--- config.mk ---
export PLATFORM = sky130hd
export DESIGN_NAME = inst_queue_flat
export DESIGN_NICKNAME = d
export VERILOG_FILES = /design/src/rtl/cpu_pkg.sv /design/src/rtl/inst_queue_if.sv /design/src/rtl/imm_sign_decode.sv /design/src/rtl/inst_queue.sv /design/src/flat_wrapper.sv
export SDC_FILE = /design/constraint.sdc
export NUM_CORES = 1
export LEC_CHECK = 0
export CAP_MARGIN = 20
export CORE_ASPECT_RATIO = 0.9
export CORE_MARGIN = 3
export CORE_UTILIZATION = 53
export CTS_BUF_LIST = sky130_fd_sc_hd__clkbuf_4 sky130_fd_sc_hd__clkbuf_8 sky130_fd_sc_hd__clkbuf_16
export CTS_CLUSTER_SIZE = 40
export DETAILED_ROUTE_END_ITERATION = 10
export GPL_TIMING_DRIVEN = 0
export PLACE_DENSITY = 0.78
export SETUP_SLACK_MARGIN = 0.05
export SYNTH_ARGS = -nofsm -noshare
export SYNTH_HDL_FRONTEND = slang
export SYNTH_SLANG_ARGS = --single-unit
export TNS_END_PERCENT = 1
--- constraint.sdc ---
create_clock -name clk -period 3.7 [get_ports clk]
set_input_delay 0.74 -clock clk [delete_from_list [all_inputs] [get_ports clk]]
set_output_delay 0.74 -clock clk [all_outputs]
set_load 0.1 [all_outputs]
--- src/rtl/cpu_pkg.sv ---
// Shared CPU definitions: MIPS opcode constants and the fetch-queue entry type.
package cpu_pkg;

  localparam logic [5:0] OP_RTYPE  = 6'h00;
  localparam logic [5:0] OP_REGIMM = 6'h01;
  localparam logic [5:0] OP_J      = 6'h02;
  localparam logic [5:0] OP_JAL    = 6'h03;
  localparam logic [5:0] OP_BEQ    = 6'h04;
  localparam logic [5:0] OP_BNE    = 6'h05;
  localparam logic [5:0] OP_BLEZ   = 6'h06;
  localparam logic [5:0] OP_BGTZ   = 6'h07;
  localparam logic [5:0] OP_ADDI   = 6'h08;
  localparam logic [5:0] OP_ADDIU  = 6'h09;
  localparam logic [5:0] OP_SLTI   = 6'h0A;
  localparam logic [5:0] OP_SLTIU  = 6'h0B;
  localparam logic [5:0] OP_ANDI   = 6'h0C;
  localparam logic [5:0] OP_ORI    = 6'h0D;
  localparam logic [5:0] OP_XORI   = 6'h0E;
  localparam logic [5:0] OP_LUI    = 6'h0F;
  // Loads and stores occupy one contiguous opcode block.
  localparam logic [5:0] OP_LB     = 6'h20;
  localparam logic [5:0] OP_SW     = 6'h2B;

  typedef struct packed {
    logic [31:0] pc;
    logic [31:0] instr;
    logic        imm_sign;
  } iq_entry_t;

endpackage

--- src/rtl/inst_queue_if.sv ---
// Fetch-to-decode queue bus. Both sides use valid/ready: a beat transfers on
// any rising edge where valid and ready are both high; ready never depends on valid.
interface inst_queue_if #(
  parameter int DEPTH = 4,
  parameter int PTR_W = $clog2(DEPTH)
) ();
  logic             in_valid;
  logic             in_ready;
  logic [31:0]      in_pc;
  logic [31:0]      in_instr;
  logic             flush;
  logic             out_valid;
  logic             out_ready;
  logic [31:0]      out_pc;
  logic [31:0]      out_instr;
  logic [15:0]      out_imm16;
  logic             out_imm_sign;
  logic [PTR_W:0]   count;

  modport master (
    output in_valid, in_pc, in_instr, flush, out_ready,
    input  in_ready, out_valid, out_pc, out_instr, out_imm16, out_imm_sign, count
  );

  modport slave (
    input  in_valid, in_pc, in_instr, flush, out_ready,
    output in_ready, out_valid, out_pc, out_instr, out_imm16, out_imm_sign, count
  );
endinterface

--- src/rtl/imm_sign_decode.sv ---
// Opcode to immediate-extension select; shared with the ID-stage control decoder.
module imm_sign_decode
  import cpu_pkg::*;
(
  input  logic [5:0] opcode_i,
  output logic       imm_sign_o
);
  // Branches and arithmetic immediates form one run (beq..sltiu); logical ops and lui zero-extend.
  always_comb begin
    imm_sign_o = 1'b0;
    if (opcode_i == OP_REGIMM) begin
      imm_sign_o = 1'b1;
    end else if (opcode_i >= OP_BEQ && opcode_i <= OP_SLTIU) begin
      imm_sign_o = 1'b1;
    end else if (opcode_i >= OP_LB && opcode_i <= OP_SW) begin
      imm_sign_o = 1'b1;
    end
  end
endmodule

--- src/rtl/inst_queue.sv ---
// IF->ID instruction queue: FWFT head with predecoded immediate, flushed on redirect.
module inst_queue
  import cpu_pkg::*;
#(
  parameter int DEPTH = 4,
  parameter int PTR_W = $clog2(DEPTH)
) (
  input logic          clk,
  input logic          rstn,
  inst_queue_if.slave  q
);
  localparam logic [PTR_W:0] FULL_CNT = (PTR_W+1)'(DEPTH);

  iq_entry_t        mem_q [DEPTH];
  logic [PTR_W-1:0] wr_ptr_q, wr_ptr_d;
  logic [PTR_W-1:0] rd_ptr_q, rd_ptr_d;
  logic [PTR_W:0]   count_q, count_d;
  logic             full, empty, push, pop, wr_sign;

  assign full  = (count_q == FULL_CNT);
  assign empty = (count_q == '0);
  assign push  = q.in_valid && !full;
  assign pop   = q.out_ready && !empty;

  imm_sign_decode u_imm_sign_decode (
    .opcode_i   (q.in_instr[31:26]),
    .imm_sign_o (wr_sign)
  );

  always_comb begin
    wr_ptr_d = wr_ptr_q;
    rd_ptr_d = rd_ptr_q;
    count_d  = count_q;
    if (q.flush) begin
      wr_ptr_d = '0;
      rd_ptr_d = '0;
      count_d  = '0;
    end else begin
      if (push) wr_ptr_d = wr_ptr_q + PTR_W'(1);
      if (pop)  rd_ptr_d = rd_ptr_q + PTR_W'(1);
      case ({push, pop})
        2'b10:   count_d = count_q + (PTR_W+1)'(1);
        2'b01:   count_d = count_q - (PTR_W+1)'(1);
        default: count_d = count_q;
      endcase
    end
  end

  always_ff @(posedge clk) begin
    if (!rstn) begin
      wr_ptr_q <= '0;
      rd_ptr_q <= '0;
      count_q  <= '0;
    end else begin
      wr_ptr_q <= wr_ptr_d;
      rd_ptr_q <= rd_ptr_d;
      count_q  <= count_d;
    end
  end

  // Storage is deliberately not reset; count alone decides what is live.
  always_ff @(posedge clk) begin
    if (rstn && push && !q.flush) begin
      mem_q[wr_ptr_q] <= '{pc: q.in_pc, instr: q.in_instr, imm_sign: wr_sign};
    end
  end

  assign q.in_ready     = !full;
  assign q.out_valid    = !empty;
  assign q.out_pc       = mem_q[rd_ptr_q].pc;
  assign q.out_instr    = mem_q[rd_ptr_q].instr;
  assign q.out_imm16    = mem_q[rd_ptr_q].instr[15:0];
  assign q.out_imm_sign = mem_q[rd_ptr_q].imm_sign;
  assign q.count        = count_q;
endmodule

--- src/flat_wrapper.sv ---
// flat-port wrapper written by rule: the top's interface ports become plain ports
module inst_queue_flat import cpu_pkg::*;
#(
  parameter int DEPTH = 4,
  parameter int PTR_W = $clog2(DEPTH)
)
  (clk, rstn, q_in_valid, q_in_pc, q_in_instr, q_flush, q_out_ready, q_in_ready, q_out_valid, q_out_pc, q_out_instr, q_out_imm16, q_out_imm_sign, q_count);
  inst_queue_if #(.DEPTH(DEPTH), .PTR_W(PTR_W)) q_i ();
  input logic clk;
  input logic rstn;
  input wire logic [$bits(q_i.in_valid)-1:0] q_in_valid;
  input wire logic [$bits(q_i.in_pc)-1:0] q_in_pc;
  input wire logic [$bits(q_i.in_instr)-1:0] q_in_instr;
  input wire logic [$bits(q_i.flush)-1:0] q_flush;
  input wire logic [$bits(q_i.out_ready)-1:0] q_out_ready;
  output wire logic [$bits(q_i.in_ready)-1:0] q_in_ready;
  output wire logic [$bits(q_i.out_valid)-1:0] q_out_valid;
  output wire logic [$bits(q_i.out_pc)-1:0] q_out_pc;
  output wire logic [$bits(q_i.out_instr)-1:0] q_out_instr;
  output wire logic [$bits(q_i.out_imm16)-1:0] q_out_imm16;
  output wire logic [$bits(q_i.out_imm_sign)-1:0] q_out_imm_sign;
  output wire logic [$bits(q_i.count)-1:0] q_count;
  assign q_i.in_valid = q_in_valid;
  assign q_i.in_pc = q_in_pc;
  assign q_i.in_instr = q_in_instr;
  assign q_i.flush = q_flush;
  assign q_i.out_ready = q_out_ready;
  assign q_in_ready = q_i.in_ready;
  assign q_out_valid = q_i.out_valid;
  assign q_out_pc = q_i.out_pc;
  assign q_out_instr = q_i.out_instr;
  assign q_out_imm16 = q_i.out_imm16;
  assign q_out_imm_sign = q_i.out_imm_sign;
  assign q_count = q_i.count;
  inst_queue #(.DEPTH(DEPTH), .PTR_W(PTR_W)) u_core (.clk(clk), .rstn(rstn), .q(q_i));
endmodule
==> results.yml <==
detailed_routing:
  via_count: 4741
  avgRoutedWirePerCell_um: 21.3
  drt_iter0_markers: 205
  drc: 0
  vias_per_cell: 5.51
  drt_pass1_iterations: 4
  routed_wl_mm: 18.3
  ant_nets: 0
synth:
  ys_ff_latch: 269
  synth-edff-count: 260
  synthTopCellsByArea: "edfxtp_1 (78%), mux4_2 (15%), dfxtp_1 (1.8%)"
  yosysTopAreaCellShare: 0.781
  synthArstFlopShare: 0
  netlist_instances: 409
  synth_top_flop_cell: "edfxtp_1"
  synth.top_cells.by_count: "edfxtp_1 (260), mux4_2 (65), buf_4 (17)"
  yosysSeqAreaShare: 0.799
  ys.warnings.count: 0
  syn-num-nets: 484
  synth_area_um2: 10000
  synth_top_area_cell: "edfxtp_1"
  synth_cell_type_count: 29
  synth.most_common_cell: "edfxtp_1"
  syn_area_per_cell_um2: 24.4
power:
  finalPower_mw: 6.53
  p_leak_nw: 4.59
  vdd_drop_max_v: 0.000429
  power.density_nw_per_um2: 505
timing:
  finalCriticalPeriod_ns: 3.55
  max_freq_ghz: 0.282
  fin_setup_tns_ns: 0
  slew_viol_final: 0
  hold_violations: 0
  rsz0062_at_grt: "no"
  max_slew_margin: 0.303
  period_share: 0.960
  fin_skew_ns: 0.0215
  setup_violations: 0
  tightest_slew_ns: 1.04
cells_and_area:
  fin_nets: 670
  seq_area_um2: 7990
  stdcell_area_um2: 12900
  layout-drive-gt1-share: 0.272
  multi_input_area_um2: 1780
  synthToLayoutAreaGrowth_pct: 29.3
  antennaDiodeCount: 0
  nFillCells: 1131
place:
  dp_hpwl_mm: 11.1
  gp_congestion: 0.708
  numPortBuffers: 154
  place_area_um2: 12000
cts:
  postCtsSetupBuffers: 0
  cts_buffer_depth: 3
  clkSinkCount: 269
  htreeDepth: 1
  numCtsBuffers: 26
  clk_pin_slew_ns: 0.06
  clock_latency_ns: 0.52
  cts_tree: "done"
  root_buffer: "clkbuf_16"
critical_path:
  crit_arrival_ns: 2.81
  crit_type: "flop to primary output"
  cp.required_ns: 2.96
  worstRegToRegCells: 9
  cp-start-kind: "flop"
  cp-end-kind: "primary output"
  critPathMaxFanout: 10
global_routing:
  first_global_vias: 5056
  grt_pass1_wl_mm: 27.8
  grt_overflow: 0
  antenna_found_initial: 0
  grt_usage: 0.178
  grt_max_degree: 40
floorplanning:
  core_area_um2: 18500
  start_util: 0.541
  ioPinCount: 155
  core.rowCount: 47
  die_w_um: 151
  die_y_um: 136
  dieArea_um2: 20500
status:
  run_status: "complete, no violations"
job:
  drv_cap: 0
worst_hold_path:
  hp-class: "flop to flop"
  whs_path_depth: 2
==> final cells by class <==
class | instances | area share
Sequential cell | 269 | 0.618
Multi-Input combinational cell | 103 | 0.138
Timing Repair Buffer | 158 | 0.135
Clock buffer | 34 | 0.0559
Tap cell | 245 | 0.0237
Buffer | 30 | 0.0172
Clock inverter | 14 | 0.0107
Inverter | 7 | 0.00203
==> where the power goes <==
group          switching, mW  internal (mW)  total, mW  leakage (nW)
combinational          0.393          0.182      0.575          1.74
sequential            0.0102           3.37       3.38          2.42
clock                   1.05           1.53       2.57         0.431
total                   1.45           5.08       6.53          4.59
==> layer usage <==
layer  track usage  share of wire  routed length (µm)
met5             0              0                   0
met4        0.0342          0.014                 263
met3        0.0437          0.070                1280
met2         0.300           0.51                9290
met1         0.242           0.41                7490
==> cells in the final DEF, fill, tap and decap left out, types with 2 or more instances in the layout <==
master           count
clkdlybuf4s50_1     86
ha_1                 5
a21oi_1              2
buf_4               29
dlymetal6s2s_1      51
dfxtp_1              9
clkinvlp_4           2
buf_6                5
buf_16               4
buf_2                7
or3_2                2
inv_1                7
nor2_1               6
mux4_2              65
and3_4               4
bufinv_16            2
clkbuf_8             2
nand4_1              2
xor2_1               3
clkbuf_16           26
clkbuf_4             6
dlygate4sd2_1        5
clkinv_2             7
edfxtp_1           260
==> final timing paths <==
| kind | start | end | slack [ns] |
|---|---|---|---|
| hold reg to reg | u_core.wr_ptr_q[0]$_SDFFE_PP0P_ | u_core.wr_ptr_q[0]$_SDFFE_PP0P_ | 0.51 |
| setup / recovery | flop | q_out_imm16[12] | 0.15 |
| setup reg to reg | u_core.q.count[2]$_SDFFE_PP0P_ | u_core.q.count[2]$_SDFFE_PP0P_ | 1.18 |
| hold / removal | u_core.wr_ptr_q[0]$_SDFFE_PP0P_ | u_core.wr_ptr_q[0]$_SDFFE_PP0P_ | 0.51 |
==> repair_timing <==
item / CTS / global route
hold endpoints to repair: 0 / 0
resized for setup: 17 / 51
hold buffers: 0 / 0
setup endpoints to repair: 17 / 51
==> cell families (layout without fill, tap and decap cells) <==
group,Yosys count,after routing,share of synthesized area
AOI/OAI and AO/OA,9,9,0.00676
xor gates and xnor gates,4,4,0.00351
adders and majority gates,6,6,0.00826
buffers and inverters,37,243,0.0249
DFF,269,269,0.799
muxes,65,65,0.146
and+or+nand+nor,19,19,0.0111
==> worst max-delay path: stages, from the launching register on <==
cell	delay, ns
dfxtp_1	0.32
clkbuf_1	0.49
mux4_2	0.36
clkdlybuf4s50_1	1.14
==> registers in the layout (all words and copies together) (netlist names), named ones only <==
register         cells
u_core.rd_ptr_q      2
u_core.mem_q       260
u_core.q.count       3
u_core.wr_ptr_q      2
==> stage by stage <==
step	hold WS, ns	instances	setup slack [ns]	util
finish	0.505	860	0.148	0.700
global route	0.535	860	0.0507	0.700
CTS	0.503	860	0.0522	0.693
detailed placement	0.498	812	0.496	0.649
global placement	0.469	808	-1.06	0.642
floorplan	0.462	409	-0.0900	-
(Power assumes the default switching activity.)
